==> config.mk <==
export PLATFORM = sky130hd
export DESIGN_NAME = inverse_cdf_fold_lanes
export DESIGN_NICKNAME = d
export VERILOG_FILES = /design/src/rtl/fpga_cfg_pkg.sv /design/src/rtl/icdf_fold_lane.sv /design/src/rtl/inverse_cdf_fold_lanes.sv
export SDC_FILE = /design/constraint.sdc
export NUM_CORES = 1
export LEC_CHECK = 0
export ABC_AREA = 1
export BUFFER_PORTS_ARGS = -buffer_cell sky130_fd_sc_hd__buf_4
export CORE_MARGIN = 4
export CORE_UTILIZATION = 50
export CTS_CLUSTER_SIZE = 40
export DETAILED_ROUTE_END_ITERATION = 10
export PLACE_DENSITY = 0.75
export SYNTH_ARGS = -nofsm -noshare
export SYNTH_HDL_FRONTEND = slang
export SYNTH_SLANG_ARGS = --single-unit
==> constraint.sdc <==
create_clock -name clk -period 2.95 [get_ports clk]
set_input_delay 0.1475 -clock clk [delete_from_list [all_inputs] [get_ports clk]]
set_output_delay 0.1475 -clock clk [all_outputs]
set_load 0.01 [all_outputs]
==> src/rtl/fpga_cfg_pkg.sv <==
// Shared configuration for the inverse-normal-CDF pipeline.
// Holds the fixed-point format, the tail threshold, the per-lane fold result
// record and the fold-stage buffer state encoding.
package fpga_cfg_pkg;

  localparam int unsigned FP_WIDTH   = 32;
  localparam int unsigned FP_QFRAC   = 16;
  localparam int unsigned ICDF_P_LOW = 1589;  // 0.02425 in Q16.16

  // Result of folding one lane; also the storage format of main/skid slots.
  typedef struct packed {
    logic [FP_WIDTH-1:0] x;
    logic                negate;
    logic                tail;
    logic                range_err;
  } icdf_fold_t;

  typedef enum logic [1:0] {
    ST_EMPTY = 2'd0,
    ST_ONE   = 2'd1,
    ST_FULL  = 2'd2
  } fold_buf_state_t;

endpackage

==> src/rtl/icdf_fold_lane.sv <==
// Combinational single-lane fold of a uniform u in [0,1] onto x in [0,0.5].
// Optional feature macro: FOLD_EPS_CLAMP_EN (replace a folded x of 0 by one LSB).
// Ports:
//   u    in   WIDTH         unsigned uniform, Q(WIDTH-QFRAC).QFRAC
//   fold out  icdf_fold_t   {x, negate, tail, range_err}
module icdf_fold_lane
  import fpga_cfg_pkg::*;
#(
  parameter int unsigned WIDTH = FP_WIDTH,
  parameter int unsigned QFRAC = FP_QFRAC,
  parameter int unsigned P_LOW = ICDF_P_LOW
) (
  input  logic [WIDTH-1:0] u,
  output icdf_fold_t       fold
);

  localparam logic [WIDTH-1:0] ONE_V   = WIDTH'(1) << QFRAC;
  localparam logic [WIDTH-1:0] HALF_V  = WIDTH'(1) << (QFRAC - 1);
  localparam logic [WIDTH-1:0] P_LOW_V = WIDTH'(P_LOW);

  logic             over;
  logic [WIDTH-1:0] u_cl;
  logic [WIDTH-1:0] x_fold;
  logic             neg;

  // Clamp above ONE, then reflect the upper half; ONE - u_cl cannot underflow.
  always_comb begin
    over   = (u > ONE_V);
    u_cl   = over ? ONE_V : u;
    x_fold = u_cl;
    neg    = 1'b0;
    if (u_cl >= HALF_V) begin
      x_fold = ONE_V - u_cl;
      neg    = 1'b1;
    end
`ifdef FOLD_EPS_CLAMP_EN
    // Keep the downstream log() finite.
    if (x_fold == '0) begin
      x_fold = WIDTH'(1);
    end
`endif
  end

  always_comb begin
    fold           = '0;
    fold.x         = FP_WIDTH'(x_fold);
    fold.negate    = neg;
    fold.tail      = (x_fold < P_LOW_V);
    fold.range_err = over;
  end

endmodule

==> src/rtl/inverse_cdf_fold_lanes.sv <==
// Multi-lane fold stage of the inverse-normal-CDF pipeline with a 2-entry skid
// buffer behind one shared valid/ready handshake. Latency 1 cycle.
// Optional feature macro: FOLD_EPS_CLAMP_EN (handled inside icdf_fold_lane).
// Ports:
//   clk, rst             clock, synchronous active-high reset
//   valid_in/ready_out   upstream handshake (ready_out registered)
//   u, tag_in            LANES uniforms (lane i at [i*WIDTH +: WIDTH]) and beat tag
//   valid_out/ready_in   downstream handshake
//   x, negate, tail,     per-lane fold results of the presented beat
//   range_err, tag_out
module inverse_cdf_fold_lanes
  import fpga_cfg_pkg::*;
#(
  parameter int unsigned WIDTH = FP_WIDTH,
  parameter int unsigned QFRAC = FP_QFRAC,
  parameter int unsigned LANES = 4,
  parameter int unsigned TAG_W = 8,
  parameter int unsigned P_LOW = ICDF_P_LOW
) (
  input  logic                   clk,
  input  logic                   rst,
  input  logic                   valid_in,
  output logic                   ready_out,
  input  logic [LANES*WIDTH-1:0] u,
  input  logic [TAG_W-1:0]       tag_in,
  output logic                   valid_out,
  input  logic                   ready_in,
  output logic [LANES*WIDTH-1:0] x,
  output logic [LANES-1:0]       negate,
  output logic [LANES-1:0]       tail,
  output logic [LANES-1:0]       range_err,
  output logic [TAG_W-1:0]       tag_out
);

  icdf_fold_t [LANES-1:0] fold_c;
  icdf_fold_t [LANES-1:0] main_q;
  icdf_fold_t [LANES-1:0] skid_q;
  logic [TAG_W-1:0]       main_tag;
  logic [TAG_W-1:0]       skid_tag;

  fold_buf_state_t state, state_nx;
  logic accept, transfer;
  logic load_main, load_skid, skid_to_main;

  for (genvar i = 0; i < LANES; i++) begin : g_lane
    icdf_fold_lane #(
      .WIDTH(WIDTH),
      .QFRAC(QFRAC),
      .P_LOW(P_LOW)
    ) u_lane (
      .u   (u[i*WIDTH +: WIDTH]),
      .fold(fold_c[i])
    );
  end

  assign accept   = valid_in & ready_out;
  assign transfer = valid_out & ready_in;

  // Buffer state register.
  always_ff @(posedge clk) begin
    if (rst) begin
      state <= ST_EMPTY;
    end else begin
      state <= state_nx;
    end
  end

  // Next state and slot load controls.
  always_comb begin
    state_nx     = state;
    load_main    = 1'b0;
    load_skid    = 1'b0;
    skid_to_main = 1'b0;
    unique case (state)
      ST_EMPTY: begin
        if (accept) begin
          state_nx  = ST_ONE;
          load_main = 1'b1;
        end
      end
      ST_ONE: begin
        if (accept && transfer) begin
          load_main = 1'b1;
        end else if (accept) begin
          state_nx  = ST_FULL;
          load_skid = 1'b1;
        end else if (transfer) begin
          state_nx  = ST_EMPTY;
        end
      end
      ST_FULL: begin
        if (transfer) begin
          state_nx     = ST_ONE;
          skid_to_main = 1'b1;
        end
      end
      default: state_nx = ST_EMPTY;
    endcase
  end

  // Handshake flags and main/skid slots; reset discards any held beats.
  always_ff @(posedge clk) begin
    if (rst) begin
      valid_out <= 1'b0;
      ready_out <= 1'b1;
      main_q    <= '0;
      main_tag  <= '0;
      skid_q    <= '0;
      skid_tag  <= '0;
    end else begin
      valid_out <= (state_nx != ST_EMPTY);
      ready_out <= (state_nx != ST_FULL);
      if (load_main) begin
        main_q   <= fold_c;
        main_tag <= tag_in;
      end else if (skid_to_main) begin
        main_q   <= skid_q;
        main_tag <= skid_tag;
      end
      if (load_skid) begin
        skid_q   <= fold_c;
        skid_tag <= tag_in;
      end
    end
  end

  // Unpack the main slot onto the lane-major output buses.
  always_comb begin
    x         = '0;
    negate    = '0;
    tail      = '0;
    range_err = '0;
    for (int i = 0; i < int'(LANES); i++) begin
      x[i*WIDTH +: WIDTH] = WIDTH'(main_q[i].x);
      negate[i]           = main_q[i].negate;
      tail[i]             = main_q[i].tail;
      range_err[i]        = main_q[i].range_err;
    end
  end

  assign tag_out = main_tag;

endmodule

==> run summary, run 1 <==
The flow ran to the end, and the final reports show no timing, DRC or antenna violations. The setup TNS is 0 ns. The die height came out at 179 um. The per-cell via count in the routed design came out at 5.26. The placed instances occupy a cell area of 17000 um^2. The maximum clock frequency came out at 393 MHz. The DRC violations left came out at 0. Port buffering added 289 buffers.

The total routed wirelength came out at 42.3 mm. The endpoint arrival time on the critical path came out at 3.05 ns. In this design, the critical path's most frequently occurring cell is sky130_fd_sc_hd__nand2_1.

The via count of the first global-routing pass is 13900. The number of setup violations in the final report is 0. The count of synthesis-stage warnings from yosys is 0.

The mean area per synthesized cell is 6.69 um^2. The shortest period the worst path allows came out at 2.54 ns. The final RePlAce weighted congestion is 0.929. The layout overhead on the synthesized area is 24.6%. The flip-flop and latch count after synthesis came out at 300. In this run, synthesis inferred 0 flip-flops with an integrated enable. The layout cell share with drive strength beyond 1 is 17.5%.

For the worst setup path, the data required time is 3.45 ns. The wire length of the first global-routing pass is 67.8 mm. The startpoint class of the critical path is an input pin. The number of optimization iterations in the first detailed-route pass came out at 7. The cell with the largest stage delay on the worst path is sky130_fd_sc_hd__dlygate4sd3_1. The post-CTS clock slew at the launch and capture registers of the worst setup and hold paths is 0.06 ns.

The total grt overflow came out at 0. The max-cap check violation count came out at 0. Setup repair after global routing left no endpoint under its margin.

The sequential area share after synthesis came out at 41.1%. The portion of synthesized cell area occupied by the leading cell type is 41.1%. The region available for standard cell placement spans 28800 um^2.

The final cell count without fillers is 2829. The worst hold path begins at rst. In this run the worst path has a maximum fanout of 24.

The post-route clock skew is 0.0155 ns. Synthesis instantiated 48 different standard cells from the library. The repair_antennas step left the layout with diodes totalling 0. The number of hold buffers added after cts is 15. Counting tap cells, the placed design contains a total of 2760 instances. The worst path buffer plus inverter count is 3. After technology mapping, the gate count stands at 2186. The starting utilization of the core area came out at 50.8%.

After synthesis the cells add up to 14600 um^2. The path category of the worst min-delay check is input pin to flop. The number of nets produced by synthesis came out at 2330. In this run the remaining antenna-violating nets after routing total 0. The global-route usage over all layers is 25.2%. The clock network latency to the later pin of the worst-skew pair is 0.57 ns.

Ranked by total cell area, the synthesized netlist is headed by sky130_fd_sc_hd__dfxtp_1 41%, sky130_fd_sc_hd__nand2_1 14%, sky130_fd_sc_hd__nor2_1 8.2%. sky130_fd_sc_hd__dfxtp_1 takes more of the synthesized area than any other cell. The share of flip-flops with an asynchronous set or reset after synthesis came out at 0%.

Dividing the final minimum period by the clock period gives 86.2%. The static leakage came out at 8.62 nW. With fillers left out, the area of the finished cells amounts to 18200 um^2. Headroom to the max-slew limit came out at 52.7%. The die is 179 um wide. The most used flip-flop cell after synthesis is sky130_fd_sc_hd__dfxtp_1.

The final routed wire length divided by cell count is 15.0 um. The critical path goes through dlygate4sd3_1, buf_4, inv_2, nand2_1, nor2_1, nand2_1, nor2_2, nand2_2, nand2_4, nand2_1, ha_1, nand2_1, nor2_1, nand3_1, nand2_1, nand2_1, nand4_1, nor2_1, nand2_1, nor2_2, nand3_1, a21oi_2. STA classifies the critical path endpoint as a flop.

The HPWL after detailed placement came out at 29.0 mm. In this run the count of I/O pins placed on the die edge is 290. The kind of cell with the highest combined delay along the critical path is simple AND/OR/NAND/NOR gates. The maximum vdd ir drop is 463 uV. The row count is 62. The startpoint of the lowest-slack register-to-register path is valid_out.

The total of fill cells in the finished design is 2608. The overall die area is 32000 um^2. At the end of the flow, the number of nets in the layout was 2568. The clock sink total is 300. The count of vias placed by the detailed router came out at 14900. Buffers added to address setup during post-CTS repair amount to 0. The violation count after the first detailed-routing iteration is 1284. The slew at the pin closest to its max-slew limit came out at 0.710 ns. The number of gates resized after CTS was 0. The worst setup path is of the input pin to flop kind. The initial antenna violation count came out at 0. Power spread over the standard cell area amounts to 552 nW/um^2. Entering global routing, the biggest net connects 143 pins.

TritonCTS built the clock tree. The number of clock buffers added by TritonCTS is 31. The total count of hold-check failures in the final report came out at 0.

The cell sitting at the root of the clock tree is a sky130_fd_sc_hd__clkbuf_16. The number of levels in the clock H-tree came out at 1. The number of pins with negative max-slew slack in the final report is 0. The start point of the critical path is u[0]. No sink is reached through more buffers than the 3 on the longest clock path. The delay of the slowest cell on the worst path is 0.56 ns.
worst register-to-register path: stages (launching register included):
cell	delay, ns
sky130_fd_sc_hd__dfxtp_1	0.31
sky130_fd_sc_hd__nand2_1	0.16
sky130_fd_sc_hd__inv_1	0.06
sky130_fd_sc_hd__nor2_1	0.26
sky130_fd_sc_hd__nand2_4	0.38
sky130_fd_sc_hd__buf_4	0.41
sky130_fd_sc_hd__nor2_1	0.43
sky130_fd_sc_hd__nor2_1	0.08
report_power, final:
group | internal, mW | switching (mW) | leakage [nW]
registers | 4.34 | 0.145 | 2.43
clock network | 2.44 | 1.63 | 0.531
logic | 0.528 | 0.964 | 5.66
stage by stage:
stage,hold WS (ns),setup slack (ns),power (mW),utilization (%)
floorplan,0.313,0.691,5.41,-
global placement,0.410,0.369,6.01,59.0
detailed placement,0.419,0.375,6.04,59.0
CTS,0.00795,0.442,10.1,63.3
global route,0.0404,0.126,10.5,63.3
finish,0.0180,0.407,10.0,63.3
state kept, by name, summed over array words and instances (netlist names):
| signal | count |
|---|---|
| skid_q | 140 |
| x | 128 |
| skid_tag | 8 |
| tag_out | 8 |
| negate | 4 |
| range_err | 4 |
| tail | 4 |
| state | 2 |
| ready_out | 1 |
| valid_out | 1 |
cell families (layout without fill, tap and decap cells):
family / count (synthesis) / in the layout / synth area share [%]
buffers and inverters: 397 / 656 / 10.7
muxes: 1 / 1 / 0.0685
AOI/OAI and AO/OA: 413 / 413 / 17.0
adders and majority gates: 4 / 4 / 0.342
xor gates and xnor gates: 25 / 25 / 1.50
DFF: 300 / 300 / 41.1
and+or+nand+nor: 1046 / 1046 / 29.3
final cells by class:
class	instances	area [um^2]	area share, %
repair buffers	323	2530	13.9
inverters	279	1050	5.75
flip-flops and latches	300	6010	33.0
clock buffers	44	925	5.08
multi-input cells	1489	7070	38.8
clock inverters	10	150	0.825
well taps	384	480	2.64
synthesized netlist by cell type (7+ instances only):
cell type,instances
sky130_fd_sc_hd__nor2_2,16
sky130_fd_sc_hd__dfxtp_1,300
sky130_fd_sc_hd__a31oi_1,69
sky130_fd_sc_hd__nand4_1,19
sky130_fd_sc_hd__nand2_2,12
sky130_fd_sc_hd__a21oi_1,103
sky130_fd_sc_hd__clkbuf_1,86
sky130_fd_sc_hd__o31ai_1,8
sky130_fd_sc_hd__o221ai_1,10
sky130_fd_sc_hd__nand3b_1,11
sky130_fd_sc_hd__o21ai_1,12
sky130_fd_sc_hd__xor2_1,20
sky130_fd_sc_hd__buf_2,15
sky130_fd_sc_hd__nand2_1,561
sky130_fd_sc_hd__o21ai_0,139
sky130_fd_sc_hd__a221oi_1,21
sky130_fd_sc_hd__nand3_1,87
sky130_fd_sc_hd__inv_1,261
sky130_fd_sc_hd__inv_2,17
sky130_fd_sc_hd__o211ai_1,12
sky130_fd_sc_hd__buf_1,7
sky130_fd_sc_hd__o41ai_1,18
sky130_fd_sc_hd__nor2_1,321
worst paths after layout:
kind	end	slack [ns]	cells past startpoint
worst min-delay path	x[35]	0.02	2
worst max-delay path	tail[0]	0.41	22
worst max register to register	skid_q[126]	0.73	7
worst min register to register	skid_q[34]	0.44	2
metal layers:
layer | vias up | GRT usage, % | share of wire (%)
li1 | 7476 | - | -
met1 | 6842 | 33.8 | 44
met2 | 493 | 43.0 | 47
met3 | 68 | 2.99 | 6.3
met4 | 0 | 6.84 | 2.5
met5 | - | 0 | 0
cells in the final DEF (no fill, tap or decap), types with 21 or more instances in the layout:
master,Yosys,routed
sky130_fd_sc_hd__buf_4,5,302
sky130_fd_sc_hd__clkbuf_16,0,31
sky130_fd_sc_hd__nand2_1,561,560
sky130_fd_sc_hd__nor2_1,321,320
sky130_fd_sc_hd__a21oi_1,103,103
sky130_fd_sc_hd__o21ai_0,139,139
sky130_fd_sc_hd__a31oi_1,69,69
sky130_fd_sc_hd__a221oi_1,21,21
sky130_fd_sc_hd__nand3_1,87,87
sky130_fd_sc_hd__inv_1,261,260
sky130_fd_sc_hd__dfxtp_1,300,300
Power figures use the tool's default switching activity.
==> run 2: changes to the inputs <==
--- a/config.mk
+++ b/config.mk
@@ -8,10 +8,11 @@
 export ABC_AREA = 1
 export BUFFER_PORTS_ARGS = -buffer_cell sky130_fd_sc_hd__buf_4
 export CORE_MARGIN = 4
-export CORE_UTILIZATION = 50
+export CORE_UTILIZATION = 35
 export CTS_CLUSTER_SIZE = 40
 export DETAILED_ROUTE_END_ITERATION = 10
-export PLACE_DENSITY = 0.75
+export HOLD_SLACK_MARGIN = 0.15
+export PLACE_DENSITY = 0.57
 export SYNTH_ARGS = -nofsm -noshare
 export SYNTH_HDL_FRONTEND = slang
 export SYNTH_SLANG_ARGS = --single-unit
==> run summary, run 2 (synthesis gave the netlist of run 1 again) <==
The total grt overflow was 0 (unchanged). The switching fraction of total power came to 27.7% (was 27.2%). The wire length on met1 is 21.6 mm (was 18.7 mm).

The number of clock buffers inserted by TritonCTS came out at 36 (was 31). The category of the critical setup timing path is input pin to flop (unchanged). RSZ-0062 raised after global routing: no (unchanged).

The layout cell share with drive strength beyond 1 came out at 17.8% (was 17.5%). The final RePlAce weighted congestion came out at 0.892 (was 0.929). The layout overhead on the synthesized area is 28.5% (was 24.6%). The maximum fanout encountered on the critical timing path is 15 (was 24). The initial antenna violation count came to 0 (unchanged). The row count is 74 (was 62). The share of total power in combinational logic was 14.5% (was 14.9%). The net switching power figure is 2.92 mW (was 2.73 mW). The number of setup violations in the final report is 0 (unchanged).

Commonest cells after routing, fill and taps aside: 560 x sky130_fd_sc_hd__nand2_1, 320 x sky130_fd_sc_hd__nor2_1, 308 x sky130_fd_sc_hd__buf_4 (was 560 x sky130_fd_sc_hd__nand2_1, 320 x sky130_fd_sc_hd__nor2_1, 302 x sky130_fd_sc_hd__buf_4). The overall die area came out at 45100 um^2 (was 32000 um^2). The critical path endpoint category is a flop (unchanged).

The clock network latency to the later pin of the worst-skew pair came out at 0.53 ns (was 0.57 ns). The utilization of the core after routing came to 45.8% (was 63.3%). The via count of the first global-routing pass is 13800 (was 13900). Result of the run: completed (unchanged). The DRC violations left was 0 (unchanged). The maximum number of buffers from clock root to sink is 3 (unchanged). The global-route usage over all layers came to 19.6% (was 25.2%). The total routed wirelength was 46.0 mm (was 42.3 mm).

The post-route fraction of the period consumed by the critical path is 90.7% (was 86.2%). The wire length of the first global-routing pass came to 73.1 mm (was 67.8 mm). The sum of met3 wire segment lengths after detailed routing came out at 2.20 mm (was 2.69 mm). The number of flip-flops in the largest register is 140 (unchanged). The count of input and output buffers is 289 (unchanged).

The number of pins with negative max-slew slack in the final report is 0 (unchanged). The clock tree from TritonCTS was yes (unchanged). The most common cell after layout, fill and taps aside was sky130_fd_sc_hd__nand2_1 (unchanged).

The shortest period the worst path allows was 2.67 ns (was 2.54 ns). The worst-case setup slack after placement came out at 0.308 ns (was 0.375 ns). The total inserted antenna cells came to 0 (unchanged). The boundary pin count came out at 290 (unchanged).

The die height came out at 212 um (was 179 um). The cell family with the largest share of critical-path delay was buffers and inverters (was simple AND/OR/NAND/NOR gates). The buffer type at the clock tree root is sky130_fd_sc_hd__clkbuf_16 (unchanged). The number of instances in the placed design is 2912 (was 2760).

The max-cap check violation count came out at 0 (unchanged). The x dimension of the die is 212 um (was 179 um). The violation count after the first detailed-routing iteration was 946 (was 1284).

The total count of hold-check failures in the final report is 0 (unchanged). The most repeated library cell on the critical path is sky130_fd_sc_hd__nand2_1 (unchanged). The setup slack of the critical path after layout came out at 0.275 ns (was 0.407 ns). The clock sink total came out at 300 (unchanged).

The setup TNS was 0 ns (unchanged). The internal cell power came out at 7.62 mW (was 7.31 mW). The post-route clock skew came out at 0.0112 ns (was 0.0155 ns). The remaining max-slew budget at the tightest pin is 36.9% (was 52.7%). The startpoint of the lowest-slack register-to-register path was valid_out (unchanged).

The cell with the largest stage delay on the worst path is sky130_fd_sc_hd__dlygate4sd3_1 (unchanged). The count of cells along the worst register-to-register path came out at 9 (was 7). The maximum clock frequency came out at 374 MHz (was 393 MHz). The net count reported at finish is 2600 (was 2568). The pin count of the biggest net entering global routing was 195 (was 143). The critical path required time was 3.40 ns (was 3.45 ns). The slew at the pin closest to its max-slew limit is 0.947 ns (was 0.710 ns). The final routed wire length divided by cell count is 15.3 um (was 15.0 um). The number of cells on the worst hold path came out at 6 (was 2). The delay of the slowest cell on the worst path is 0.58 ns (was 0.56 ns). The per-cell via count in the routed design came out at 4.96 (was 5.26). Critical path, cell by cell: dlygate4sd3_1, buf_4, inv_2, nand2_1, nor2_1, nand2_1, nor2_2, nand2_2, nand2_4, buf_6, o41ai_1, dlygate4sd3_1, nand3_2, nand2_1, nand2_1, nand2_1, inv_2, nand2_1, nor2_2, inv_1, nor2_2, nand3_1, a21oi_2 (was dlygate4sd3_1, buf_4, inv_2, nand2_1, nor2_1, nand2_1, nor2_2, nand2_2, nand2_4, nand2_1, ha_1, nand2_1, nor2_1, nand3_1, nand2_1, nand2_1, nand4_1, nor2_1, nand2_1, nor2_2, nand3_1, a21oi_2).

The worst path buffer plus inverter count came out at 7 (was 3). The startpoint class of the critical path is an input pin (unchanged). The HPWL after detailed placement came to 31.6 mm (was 29.0 mm). The beginning of the worst hold path was u[104] (was rst).

The final cell count without fillers is 3014 (was 2829). The total met2 wirelength after detailed routing is 21.2 mm (was 19.9 mm). The path category of the worst min-delay check was input pin to flop (unchanged). The static leakage was 8.81 nW (was 8.62 nW). The terminating pin of the worst hold path is x[111] (was x[35]).

The post-CTS clock slew at the launch and capture registers of the worst setup and hold paths is 0.06 ns (about the same). The endpoint arrival time on the critical path was 3.13 ns (was 3.05 ns). The total of fill cells in the finished design is 4244 (was 2608). The highest metal layer with signal wires is met4 (unchanged). The count of vias placed by the detailed router is 15000 (was 14900). The clock group share of total power was 42.9% (was 40.5%). The setup slack of the worst register-to-register path came out at 0.69 ns (was 0.73 ns). The total power per unit cell area came out at 561 nW/um^2 (was 552 nW/um^2). The number of optimization iterations in the first detailed-route pass came to 5 (was 7).

The top register by number of flip-flops is skid_q (unchanged). The remaining antenna violation count after routing came to 0 (unchanged). The number of levels in the clock H-tree came out at 2 (was 1).

The area of the core region is 41000 um^2 (was 28800 um^2). The maximum vdd ir drop is 367 uV (was 463 uV). The starting utilization of the core area came out at 35.6% (was 50.8%). The proportion of power drawn by flip-flops and latches came out at 42.6% (was 44.7%). The end of the worst register-to-register path was ready_out (was skid_q[126]).
run 2: how the worst max path moves through the flow:
| stage | startpoint | endpoint | slack (ns) | depth (start not counted) |
|---|---|---|---|---|
| after CTS | u[96] | tail[3] | 0.15 | 23 |
| after global placement | u[55] | tail[1] | 0.39 | 22 |
| after global routing | u[96] | tail[3] | 0.006 | 23 |
| after detailed placement | u[18] | tail[0] | 0.31 | 17 |
| after floorplan | u[87] | tail[2] | 0.69 | 20 |
| final | u[99] | tail[3] | 0.28 | 23 |
run 2: area by class of cell:
class	instances	area, um^2	share of cell area [%]
Clock buffer	45	975	5.19
Clock inverter	19	240	1.28
Inverter	279	1050	5.59
Multi-Input combinational cell	1489	7070	37.7
Sequential cell	300	6010	32.0
Tap cell	532	666	3.54
Timing Repair Buffer	350	2780	14.8
run 2: worst register-to-register path, cell delays in order, from the launching register on:
cell and delay (ns):
sky130_fd_sc_hd__dfxtp_1 0.33, sky130_fd_sc_hd__nand2_1 0.19, sky130_fd_sc_hd__inv_1 0.06, sky130_fd_sc_hd__nor2_1 0.26, sky130_fd_sc_hd__nand2_4 0.35, sky130_fd_sc_hd__clkinv_2 0.13
sky130_fd_sc_hd__buf_4 0.48, sky130_fd_sc_hd__a21oi_1 0.15, sky130_fd_sc_hd__nor2_1 0.14, sky130_fd_sc_hd__inv_1 0.05
run 2: repair_timing:
item / 4_1_cts / 5_1_grt
endpoints found under the setup margin: 0 / 2
hold buffers: 36 / 0
gates resized for setup: 0 / 2
endpoints found under the hold margin: 67 / 0
buffers inserted: 0 / 2
run 2: layer usage:
metal / global-route usage, % / up-vias
met5: 0 / -
met4: 5.18 / 0
met3: 2.57 / 65
met2: 32.0 / 410
met1: 27.5 / 6919
li1: - / 7559
run 2: metrics by stage:
step           area [um^2]  hold WS [ns]  power [mW]
2_1_floorplan        14600         0.313        5.41
3_3_place_gp         17200         0.413        6.06
3_5_place_dp         17200         0.424        6.09
4_1_cts              18800         0.151        10.7
5_1_grt              18800         0.184        11.0
6_report             18800         0.169        10.5
run 2: power groups by stage:
stage / clock network (mW) / logic (mW) / registers (mW)
floorplan: 0 / 0.843 / 4.57
global placement: 0 / 1.49 / 4.57
detailed placement: 0 / 1.51 / 4.58
CTS: 4.67 / 1.55 / 4.49
global route: 4.80 / 1.72 / 4.52
finish: 4.52 / 1.53 / 4.49
==> run 3: changes to the inputs <==
--- a/config.mk
+++ b/config.mk
@@ -7,12 +7,13 @@
 export LEC_CHECK = 0
 export ABC_AREA = 1
 export BUFFER_PORTS_ARGS = -buffer_cell sky130_fd_sc_hd__buf_4
+export CORE_ASPECT_RATIO = 0.7
 export CORE_MARGIN = 4
 export CORE_UTILIZATION = 35
 export CTS_CLUSTER_SIZE = 40
 export DETAILED_ROUTE_END_ITERATION = 10
 export HOLD_SLACK_MARGIN = 0.15
-export PLACE_DENSITY = 0.57
+export PLACE_DENSITY = 0.59
 export SYNTH_ARGS = -nofsm -noshare
 export SYNTH_HDL_FRONTEND = slang
 export SYNTH_SLANG_ARGS = --single-unit
==> constraint.sdc (replaced) <==
create_clock -name clk -period 2.39 [get_ports clk]
set_input_delay 0.1195 -clock clk [delete_from_list [all_inputs] [get_ports clk]]
set_output_delay 0.1195 -clock clk [all_outputs]
set_load 0.01 [all_outputs]
==> run summary, run 3 (synthesis gave the netlist of run 1 again) <==
The total of fill cells in the finished design is 4113 (was 4244). The layout cell share with drive strength beyond 1 came out at 22.3% (was 17.8%). The final RePlAce weighted congestion was 0.906 (was 0.892).

The critical path required time came out at 2.81 ns (was 3.40 ns). The wire length of the first global-routing pass is 74.5 mm (was 73.1 mm). The worst path buffer plus inverter count came to 4 (was 7). The count of vias placed by the detailed router is 15200 (was 15000).

The final routed wire length divided by cell count is 15.2 um (was 15.3 um). The static leakage came out at 9.34 nW (was 8.81 nW). The number of flip-flops in the largest register is 140 (unchanged). The per-cell via count in the routed design came out at 4.89 (was 4.96). The HPWL after detailed placement came out at 32.5 mm (was 31.6 mm). The final non-filler cell area is 19900 um^2 (was 18800 um^2).

The number of setup violations in the final report came to 0 (unchanged). The top register by number of flip-flops is skid_q (unchanged). The total power was 12.5 mW (was 10.5 mW). The net count reported at finish is 2693 (was 2600). The post-route fraction of the period consumed by the critical path is 95.5%. The initial antenna violation count is 0 (unchanged).

The remaining max-slew budget at the tightest pin came out at 25.6% (was 36.9%). The buffer type at the clock tree root was sky130_fd_sc_hd__clkbuf_16 (unchanged). The most common cell after layout, fill and taps aside is sky130_fd_sc_hd__nand2_1 (unchanged).

The endpoint arrival time on the critical path is 2.70 ns (was 3.13 ns). The setup TNS came to 0 ns (unchanged). The total power per unit cell area came out at 631 nW/um^2 (was 561 nW/um^2). The maximum fanout encountered on the critical timing path came out at 5 (was 15).

The wire length on met1 came out at 22.2 mm (was 21.6 mm). The maximum vdd ir drop came out at 502 uV (was 367 uV). The row count came to 62 (was 74). The post-CTS clock slew at the launch and capture registers of the worst setup and hold paths came out at 0.06 ns (about the same).

The path category of the worst min-delay check was input pin to flop (unchanged). The remaining antenna violation count after routing is 0 (unchanged). The setup slack of the critical path after layout is 0.107 ns (was 0.275 ns). The DRC violations left was 0 (unchanged). The clock tree from TritonCTS is yes (unchanged). The total grt overflow is 0 (unchanged). The most repeated library cell on the critical path is sky130_fd_sc_hd__nand2_2 (was sky130_fd_sc_hd__nand2_1). The x dimension of the die is 252 um (was 212 um). The instance area at placement is 17700 um^2 (was 17200 um^2). The critical path endpoint category is a flop (unchanged). Commonest cells after routing, fill and taps aside: 536 x sky130_fd_sc_hd__nand2_1, 370 x sky130_fd_sc_hd__buf_4, 300 x sky130_fd_sc_hd__dfxtp_1 (was 560 x sky130_fd_sc_hd__nand2_1, 320 x sky130_fd_sc_hd__nor2_1, 308 x sky130_fd_sc_hd__buf_4). The cell with the largest stage delay on the worst path was sky130_fd_sc_hd__dlygate4sd3_1 (unchanged).

The total count of hold-check failures in the final report came to 0 (unchanged). The total inserted antenna cells was 0 (unchanged). The slew at the pin closest to its max-slew limit is 1.12 ns (was 0.947 ns).

The count of input and output buffers was 289 (unchanged). The post-route clock skew is 0.0180 ns (was 0.0112 ns). The utilization of the core after routing came out at 48.3% (was 45.8%). The violation count after the first detailed-routing iteration is 1057 (was 946).

The overall die area was 45100 um^2 (about the same). The area of the core region came to 41100 um^2 (was 41000 um^2). The boundary pin count came to 290 (unchanged).

The pin count of the biggest net entering global routing came out at 214 (was 195). The delay of the slowest cell on the worst path came out at 0.54 ns (was 0.58 ns). Critical path, cell by cell: dlygate4sd3_1, buf_4, nor2_2, nand4_1, nor2_2, nand2_1, nand2_2, nand2_2, ha_2, inv_2, nor2_4, nand2_2, nand2_2, xnor2_2, buf_4, nand2_1, nor2_1, a21oi_2, nand3_1, a21oi_2 (was dlygate4sd3_1, buf_4, inv_2, nand2_1, nor2_1, nand2_1, nor2_2, nand2_2, nand2_4, buf_6, o41ai_1, dlygate4sd3_1, nand3_2, nand2_1, nand2_1, nand2_1, inv_2, nand2_1, nor2_2, inv_1, nor2_2, nand3_1, a21oi_2). The worst hold slack after final layout came to 0.178 ns (was 0.169 ns). For the finished layout, the period the worst path requires is 2.28 ns. The clock sink total is 300 (unchanged).

The number of clock buffers inserted by TritonCTS is 31 (was 36). Result of the run: completed (unchanged). The final cell count without fillers came out at 3117 (was 3014). The clock network latency to the later pin of the worst-skew pair came to 0.57 ns (was 0.53 ns). Based on the critical path, the design can be clocked at up to 438 MHz. The starting utilization of the core area is 35.5% (was 35.6%). The highest metal layer with signal wires is met4 (unchanged). The sum of met3 wire segment lengths after detailed routing is 2.36 mm (was 2.20 mm). The maximum number of buffers from clock root to sink is 3 (unchanged). The number of pins with negative max-slew slack in the final report was 0 (unchanged). The cell family with the largest share of critical-path delay is simple AND/OR/NAND/NOR gates (was buffers and inverters). The global-route usage over all layers is 19.8% (was 19.6%). RSZ-0062 raised after global routing: yes (was no). The startpoint class of the critical path was an input pin (unchanged). The number of optimization iterations in the first detailed-route pass was 5 (unchanged).

The via count of the first global-routing pass came out at 14200 (was 13800). The layout overhead on the synthesized area is 35.9% (was 28.5%). The number of instances in the placed design came out at 2984 (was 2912). The number of levels in the clock H-tree is 1 (was 2).

The category of the critical setup timing path is input pin to flop (unchanged). The die height came out at 179 um (was 212 um). The max-cap check violation count came out at 0 (unchanged). The worst-case setup slack after placement came out at -0.0112 ns (was 0.308 ns). The total routed wirelength is 47.3 mm (was 46.0 mm).

The total met2 wirelength after detailed routing is 21.5 mm (was 21.2 mm).
[run 3: cell types whose count changed in the layout (fill, tap and decap cells not counted), sizes merged]
cell          before  now
buf              314  384
dlygate4sd3       36   62
clkinv            12    4
clkbuf            45   47
bufinv             4    3
clkinvlp           3    4
dlymetal6s4s       0    1
[run 3: worst register-to-register path, delay by kind of cell (launching register included)]
family	cells	cell delay, ns
compound gates	3	0.39
buf+inv	5	0.52
flops	1	0.33
simple gates	4	0.57
[run 3: final timing paths]
kind                            slack (ns)  depth (start not counted)          to  startpoint
worst max-delay path                  0.11                         20     tail[2]       u[73]
worst min-delay path                  0.18                          7  skid_q[46]       u[40]
worst max register to register        0.47                         12       x[46]   valid_out
worst min register to register        0.44                          2  skid_q[59]  skid_q[59]
[run 3: per-layer routing]
layer,GRT usage (%),up-vias
li1,-,7744
met1,27.7,7040
met2,32.3,389
met3,2.90,65
met4,5.33,0
met5,0,-
[run 3: final cells by class]
| class | count | area, um^2 | share of cell area [%] |
|---|---|---|---|
| clock buffer | 46 | 912 | 4.59 |
| clock inverter | 11 | 144 | 0.724 |
| inverter | 279 | 1050 | 5.28 |
| multi-input combinational | 1489 | 7410 | 37.3 |
| sequential | 300 | 6010 | 30.2 |
| tap | 544 | 681 | 3.43 |
| timing repair buffer | 448 | 3670 | 18.5 |
[run 3: what timing repair did]
action / CTS / global route
setup buffers: 0 / 14
setup endpoints to repair: 0 / 20
endpoints found under the hold margin: 94 / 0
resized for setup: 0 / 98
hold buffers: 63 / 0
[run 3: power breakdown]
group          total (mW)  leakage (nW)  internal, mW  switching [mW]
sequential           5.53          2.43          5.36           0.166
clock                4.99         0.507          2.95            2.03
combinational        2.01          6.40         0.740            1.27
total                12.5          9.34          9.06            3.47
